### src/rtl/if_fetch_unit.sv
// Instruction-fetch unit: credit-limited in-order fetch requests, a prefetch
// FIFO of {pc, instr, err} toward decode, and redirect handling that flushes
// the FIFO and silently drops responses to stale in-flight requests.
module if_fetch_unit #(
    parameter int              XLEN       = 64,
    parameter int              ILEN       = 32,
    parameter logic [XLEN-1:0] RESET_PC   = 64'h8000_0000,
    parameter int              FIFO_DEPTH = 4,
    localparam int             CW         = $clog2(FIFO_DEPTH + 1)
) (
    input  logic            clk,
    input  logic            rst_n,
    input  logic            redirect_i,
    input  logic [XLEN-1:0] redirect_pc_i,
    output logic            mem_req_valid_o,
    input  logic            mem_req_ready_i,
    output logic [XLEN-1:0] mem_req_addr_o,
    input  logic            mem_rsp_valid_i,
    input  logic [ILEN-1:0] mem_rsp_data_i,
    input  logic            mem_rsp_err_i,
    output logic            instr_valid_o,
    input  logic            instr_ready_i,
    output logic [ILEN-1:0] instr_o,
    output logic [XLEN-1:0] instr_pc_o,
    output logic            instr_err_o
);

    localparam int              AW      = $clog2(FIFO_DEPTH);
    localparam logic [XLEN-1:0] PC_STEP = XLEN'(4);

    logic [XLEN-1:0] fetch_pc_q, fetch_pc_d;
    logic [XLEN-1:0] rsp_pc_q, rsp_pc_d;
    logic [CW-1:0]   inflight_q, inflight_d;
    logic [CW-1:0]   drop_cnt_q, drop_cnt_d;
    logic [CW-1:0]   count_q, count_d;
    logic [AW-1:0]   rd_ptr_q, rd_ptr_d;
    logic [AW-1:0]   wr_ptr_q, wr_ptr_d;

    logic [XLEN-1:0] pc_mem  [FIFO_DEPTH];
    logic [ILEN-1:0] ins_mem [FIFO_DEPTH];
    logic            err_mem [FIFO_DEPTH];

    logic [XLEN-1:0] redirect_pc_al;
    logic            credit_ok;
    logic            req_fire;
    logic            rsp_drop;
    logic            push;
    logic            pop;
    logic [1:0]      unused_redirect_lsbs;

    // Low address bits of a redirect target are ignored.
    assign unused_redirect_lsbs = redirect_pc_i[1:0];
    assign redirect_pc_al       = {redirect_pc_i[XLEN-1:2], 2'b00};

    // Every in-flight request owns a FIFO slot, so the FIFO can never overflow.
    // The request is forced low while reset is held so all outputs stay quiet.
    assign credit_ok       = ({1'b0, inflight_q} + {1'b0, count_q}) < (CW+1)'(FIFO_DEPTH);
    assign mem_req_valid_o = rst_n && credit_ok && !redirect_i;
    assign mem_req_addr_o  = fetch_pc_q;
    assign req_fire        = mem_req_valid_o && mem_req_ready_i;

    // Responses while drop_cnt is non-zero belong to requests issued before a
    // redirect; a response in the redirect cycle itself is also stale.
    assign rsp_drop = (drop_cnt_q != '0);
    assign push     = mem_rsp_valid_i && !rsp_drop && !redirect_i;

    // Head fields are zeroed while empty so unwritten storage never leaks out.
    assign instr_valid_o = (count_q != '0);
    assign instr_o       = instr_valid_o ? ins_mem[rd_ptr_q] : '0;
    assign instr_pc_o    = instr_valid_o ? pc_mem[rd_ptr_q]  : '0;
    assign instr_err_o   = instr_valid_o ? err_mem[rd_ptr_q] : 1'b0;
    assign pop           = instr_valid_o && instr_ready_i;

    // Next-state for PCs, credit/drop counters and FIFO bookkeeping; redirect wins.
    always_comb begin
        fetch_pc_d = fetch_pc_q;
        rsp_pc_d   = rsp_pc_q;
        inflight_d = inflight_q + CW'(req_fire) - CW'(mem_rsp_valid_i);
        drop_cnt_d = drop_cnt_q;
        count_d    = count_q;
        rd_ptr_d   = rd_ptr_q;
        wr_ptr_d   = wr_ptr_q;

        if (redirect_i) begin
            fetch_pc_d = redirect_pc_al;
            rsp_pc_d   = redirect_pc_al;
            // Everything still outstanding after this cycle is stale.
            drop_cnt_d = inflight_d;
            count_d    = '0;
            rd_ptr_d   = '0;
            wr_ptr_d   = '0;
        end else begin
            if (req_fire) begin
                fetch_pc_d = fetch_pc_q + PC_STEP;
            end
            if (mem_rsp_valid_i && rsp_drop) begin
                drop_cnt_d = drop_cnt_q - CW'(1);
            end
            if (push) begin
                rsp_pc_d = rsp_pc_q + PC_STEP;
                wr_ptr_d = wr_ptr_q + AW'(1);
            end
            if (pop) begin
                rd_ptr_d = rd_ptr_q + AW'(1);
            end
            count_d = count_q + CW'(push) - CW'(pop);
        end
    end

    // Control state register with asynchronous active-low reset.
    always_ff @(posedge clk or negedge rst_n) begin
        if (!rst_n) begin
            fetch_pc_q <= RESET_PC;
            rsp_pc_q   <= RESET_PC;
            inflight_q <= '0;
            drop_cnt_q <= '0;
            count_q    <= '0;
            rd_ptr_q   <= '0;
            wr_ptr_q   <= '0;
        end else begin
            fetch_pc_q <= fetch_pc_d;
            rsp_pc_q   <= rsp_pc_d;
            inflight_q <= inflight_d;
            drop_cnt_q <= drop_cnt_d;
            count_q    <= count_d;
            rd_ptr_q   <= rd_ptr_d;
            wr_ptr_q   <= wr_ptr_d;
        end
    end

    // FIFO storage is data only; validity is tracked by count_q.
    always_ff @(posedge clk) begin
        if (push) begin
            pc_mem[wr_ptr_q]  <= rsp_pc_q;
            ins_mem[wr_ptr_q] <= mem_rsp_data_i;
            err_mem[wr_ptr_q] <= mem_rsp_err_i;
        end
    end

endmodule

### config.mk
export PLATFORM = sky130hd
export DESIGN_NAME = if_fetch_unit
export DESIGN_NICKNAME = d
export VERILOG_FILES = /design/src/rtl/if_fetch_unit.sv
export SDC_FILE = /design/constraint.sdc
export NUM_CORES = 1
export LEC_CHECK = 0
export CAP_MARGIN = 20
export CORE_MARGIN = 2
export CORE_UTILIZATION = 55
export CTS_BUF_LIST = sky130_fd_sc_hd__clkbuf_8
export CTS_CLUSTER_SIZE = 25
export DETAILED_ROUTE_END_ITERATION = 12
export GPL_TIMING_DRIVEN = 0
export PLACE_DENSITY = 0.79
export SYNTH_ARGS = -nofsm -noshare
export SYNTH_HDL_FRONTEND = slang
export SYNTH_SLANG_ARGS = --single-unit
### constraint.sdc
create_clock -name clk -period 4.3 [get_ports clk]
set_input_delay 0.645 -clock clk [delete_from_list [all_inputs] [get_ports clk]]
set_output_delay 0.645 -clock clk [all_outputs]
set_load 0.02 [all_outputs]
# Word level (Yosys, flattened, before mapping)

Memory sizes are Yosys's and may differ from the RTL's.
Index checks and enable logic that the tools add are counted.
Widths: inputs -> output; s select.

Add/subtract/negate cells: 10
Magnitude comparators: 1
Multiplexer cells: 16
Reductions and logical operators: 15

Operators by type and width:

| operator              | count |
|---|---|
| $mux 64               | 5 |
| $add 64x3->64 const B | 2 |
| $mux 32               | 1 |
| $mux 3                | 3 |
| $mux 2                | 4 |
| $reduce_bool 2->1     | 4 |
| $logic_and 1x1->1     | 7 |
| $add 3x1->3           | 2 |
| $reduce_bool 3->1     | 2 |
| $sub 3x1->3           | 2 |
| $add 2x1->2 const B   | 2 |
| $add 3x3->4           | 1 |
| $lt 4x3->1 const B    | 1 |
| $mux 1                | 3 |
| $sub 3x1->3 const B   | 1 |
| $logic_not 1->1       | 2 |

Flip-flop bits (word level): 141
RAM bits: 388
Input bits: 103
Output and inout port bits: 163
Word-level logic and storage cells: 52
Memories kept: 3

Memory list:

| name    | depth | bits a word | rd ports | clocked after memory_dff | wr ports | line | source |
|---|---|---|---|---|---|---|---|
| pc_mem  | 4     | 64          | 1        | 0                        | 1        | 39   | `logic [XLEN-1:0] pc_mem [FIFO_DEPTH];` |
| ins_mem | 4     | 32          | 1        | 0                        | 1        | 40   | `logic [ILEN-1:0] ins_mem [FIFO_DEPTH];` |
| err_mem | 4     | 1           | 1        | 0                        | 1        | 41   | `logic err_mem [FIFO_DEPTH];` |

# Longest topological paths before layout

Depth after elaboration: 8
Gate-level depth with buffers: 14
Depth with buffers taken out: 12

# Worst setup path after synthesis

OpenSTA, ideal clock, no wires.

Kind: input to register
From: in redirect_i
To: mem err_mem[0], enable pin
Data arrival time: 3,466 ps
Slack: 370 ps
Cell stages on the path: 4
Path buffers: 2
Path through: clkbuf_1 buf_1 nor2_1 and2_1

Cells in the longest elaborated chain, start to end: 4

Ends and longest elaborated chain:

| element                      | line | source |
|---|---|---|
| start, declared              | 13   | `input logic redirect_i,` |
| $logic_not 1->1              | 65   | `assign push = mem_rsp_valid_i && !rsp_drop && !redirect_i;` |
| $logic_and 1x1->1            | 65   |  |
| $mux 1                       | 133  | `if (push) begin` |
| $mux 1 (implied by the code) | 136  | `err_mem[wr_ptr_q] <= mem_rsp_err_i;` |
| end, declared                | 41   |  |

Every way passes these cells.

# Worst setup path in the final report

From: reg rd_ptr_q[0]
To: out instr_pc_o[49]

Cells in the longest elaborated chain, start to end: 2

Ends and longest elaborated chain:

| element                | line | source |
|---|---|---|
| start, declared        | 36   | `logic [AW-1:0] rd_ptr_q, rd_ptr_d;` |
| start signal, assigned | 126  | `rd_ptr_q <= rd_ptr_d;` |
| $mem_v2 4x64           | -    |  |
| $mux 64                | 70   | `assign instr_pc_o = instr_valid_o ? pc_mem[rd_ptr_q] : '0;` |
| end, declared          | 24   | `output logic [XLEN-1:0] instr_pc_o,` |

Every way passes these cells.

==> impl_metrics.env <==
export IMPL_status="completed"
export IMPL_via_count=14570
export IMPL_gr_usage_met1_pct=38.73
export IMPL_core_area_um2=39730
export IMPL_tightestPinTransition_ns=1.012
export IMPL_swShare_pct=30.48
export IMPL_p_leak_uw=0.009439
export IMPL_crit_path_start_kind="flip-flop"
export IMPL_syn_cell_area_um2=22140
export IMPL_seq_area_frac_synth_pct=67.04
export IMPL_fin_tns_setup_ns=0
export IMPL_synth_top_cell_by_area="edfxtp_1"
export IMPL_layout_drive_gt1_share_pct=14.93
export IMPL_cp_startpoint="rd_ptr_q[0]"
export IMPL_yosys_most_used_dff="edfxtp_1"
export IMPL_cp_common_cell="buf_2"
export IMPL_routedWlPerCell_um=23.81
export IMPL_cellPowerDensity_nw_per_um2=525.0
export IMPL_port_buffers=259
export IMPL_grt_max_degree=83
export IMPL_cp_arrival_ns=3.48
export IMPL_cts_buffers=83
export IMPL_ys_warn_count=0
export IMPL_slew_headroom_pct=31.89
export IMPL_critPathKind="flip-flop to output port"
export IMPL_synth_edff_count=380
export IMPL_fp_dieW_um=204.6
export IMPL_worst_hold_slack_ns=0.5413
export IMPL_clk_pin_slew_ns=0.07
export IMPL_drt_iter0_markers=1651
export IMPL_clock_tree_buffer_depth=3
export IMPL_seqPwrFrac_pct=42.1
export IMPL_p_clk_share_pct=29.2
export IMPL_path_cells="buf_2 > buf_2 > mux4_2 > and2_1 > clkdlybuf4s50_1"
export IMPL_crit_path_max_fanout=10
export IMPL_regArea_um2=14840
export IMPL_ir_drop_mv=0.2682
export IMPL_period_minus_slack_ns=4.126
export IMPL_dieArea_um2=41880
export IMPL_synth_top_area_share_pct=51.54
export IMPL_layout_common_cells="380 x edfxtp_1, 258 x clkdlybuf4s50_1, 135 x dfrtp_1"
export IMPL_synth_cells=1462
export IMPL_end_kind="output port"
export IMPL_synth_seq_cells=517
export IMPL_ios=266
export IMPL_grt_overflow_total=0
export IMPL_internal_power_uw=9937
export IMPL_routed_wl_um=57380
export IMPL_multi_input_comb_area_um2=6945
export IMPL_viasPerCell=6.046
export IMPL_p_comb_share_pct=28.8
export IMPL_cts_tree="done"
export IMPL_fp_dieH_um=204.6
export IMPL_hold_viol_final=0
export IMPL_critPathMaxStageDelay_ns=0.66
export IMPL_hp_class="input port to async pin"
export IMPL_fmax_mhz=242.4
export IMPL_p_switching_uw=4358
export IMPL_regToRegStartpoint="count_q[1]"
export IMPL_p_total_uw=14290
export IMPL_finClkSkew_ns=0.04236
export IMPL_dp_hpwl_um=38620
export IMPL_grt_pass1_vias=14550
export IMPL_clock_latency_ns=0.65
export IMPL_post_cts_buffers=0
export IMPL_met3_usage_pct=5.186
export IMPL_grt_use_total_pct=27.76
export IMPL_drt_pass1_iter_count=5
export IMPL_antenna_found_initial=2
export IMPL_floorplan_initialDensity_pct=55.72
export IMPL_required_ns=3.65
export IMPL_finalNetCount=1933
export IMPL_critical_path_slowest_cell="dfrtp_1"
export IMPL_maxSlewViolCount=0
export IMPL_core_rowCount=73
export IMPL_cts_sinks=517
export IMPL_root_buffer="clkbuf_8"
export IMPL_drc=0
export IMPL_cts_htree_levels=3
export IMPL_antenna_left=0
export IMPL_min_period_over_period_pct=95.95
export IMPL_postSynthAreaPerCell_um2=15.14
export IMPL_ys_async_sr_fraction_pct=26.50
export IMPL_setup_viol=0
export IMPL_final_common_cell="edfxtp_1"
export IMPL_gr_usage_met2_pct=42.80
export IMPL_maxCapViolations=0
export IMPL_n_fill_cell=2748
export IMPL_busiest_layer="met2"
export IMPL_rsz0062_at_grt="false"
export IMPL_routabilityCongestion=0.8980
export IMPL_grt_pass1_wl_um=85700
export IMPL_ys_top_cells_by_area="edfxtp_1 52%, dfrtp_1 15%, mux4_2 9.7%"
export IMPL_synth_cell_types=61
export IMPL_area_growth_pct=22.98
==> state kept, by name, summed over array words and instances, names as in the netlist, 3 cells and up <==
signal          flops
drop_cnt_q          3
count_q             3
rsp_pc_q           62
inflight_q          3
ins_mem           128
mem_req_addr_o     62
pc_mem            248
err_mem             4
==> synthesized netlist by cell type (4+ instances only) <==
cell / instances
inv_1: 21
clkbuf_1: 47
ha_1: 14
nand2_1: 113
and3_1: 13
or2_2: 4
or3_1: 5
nand3_1: 67
nor3_1: 24
a31oi_1: 6
nand4b_1: 7
mux2_2: 23
xor2_1: 33
and4_1: 6
and2_1: 106
o211ai_1: 21
mux2i_1: 5
a21oi_1: 20
nor2_1: 63
buf_1: 13
buf_2: 5
o21ai_0: 64
nor4_1: 17
nand2b_1: 4
edfxtp_1: 380
o311ai_0: 15
buf_4: 4
nand4_1: 34
nand4_2: 4
dfrtp_1: 135
xnor2_1: 49
mux4_2: 95
==> critical path, delay by kind of cell (launching register included) <==
| kind | cells | cell delay (ns) |
|---|---|---|
| buffers and inverters | 3 | 1.41 |
| flip-flops | 1 | 0.66 |
| multiplexers | 1 | 0.57 |
| AND/OR/NAND/NOR | 1 | 0.18 |
==> cell type report <==
| type | instances | share of cell area, % |
|---|---|---|
| flip-flops and latches | 517 | 54.51 |
| multi-input cells | 856 | 25.51 |
| repair buffers | 266 | 10.09 |
| clock buffers | 91 | 4.600 |
| well taps | 525 | 2.413 |
| clock inverters | 62 | 1.461 |
| plain buffers | 68 | 1.089 |
| inverters | 22 | 0.3033 |
| diodes | 3 | 0.02757 |
==> through the flow <==
stage	util [%]	setup WS [ns]	instance area (um2)	std cells
finish	68.53	0.1741	27230	2410
detailed placement	64.30	0.04856	25550	2254
global placement	63.93	-5.023	25400	2249
global route	68.52	0.01377	27220	2408
floorplan	-	0.3699	22150	1465
CTS	68.48	0.0003557	27210	2406
==> path summary, 6_finish.rpt <==
check / endpoint / slack, ns / cells after the start
worst min-delay path: rsp_pc_q[9] / 0.54 / 2
max in group asynchronous: rsp_pc_q[31] / 2.90 / 3
min in group clk: inflight_q[0] / 0.54 / 1
worst min register to register: inflight_q[0] / 0.54 / 1
worst max register to register: drop_cnt_q[2] / 0.66 / 14
worst max-delay path: instr_pc_o[49] / 0.17 / 5
==> cell families after synthesis <==
group	share of synthesized area, %
compound gates	4.069
simple gates	11.91
xor+xnor	3.244
mux	11.06
buf+inv	1.690
flops	67.04
other cells	0.01694
fa+ha+maj	0.9720
==> what timing repair did <==
action / 4_1_cts / 5_1_grt
hold buffers: 1 / 0
hold endpoints to repair: 57 / 0
endpoints found under the setup margin: 53 / 39
gates resized for setup: 7 / 9
==> power by group through the flow <==
stage / clock [uW] / combinational, uW / sequential (uW)
global placement: 0 / 4100 / 6070
floorplan: 0 / 2340 / 6080
finish: 4170 / 4120 / 6010
detailed placement: 0 / 4180 / 6080
global route: 4460 / 4400 / 6050
CTS: 4240 / 4170 / 6000
==> per-layer routing <==
| layer | vias to the layer above | part of all wire [%] |
|---|---|---|
| met2 | 802 | 47 |
| met1 | 7299 | 40 |
| met3 | 138 | 9.3 |
| li1 | 6333 | - |
| met5 | - | 0 |
| met4 | 0 | 4.2 |
No activity file was read; power rests on OpenSTA's default activity.
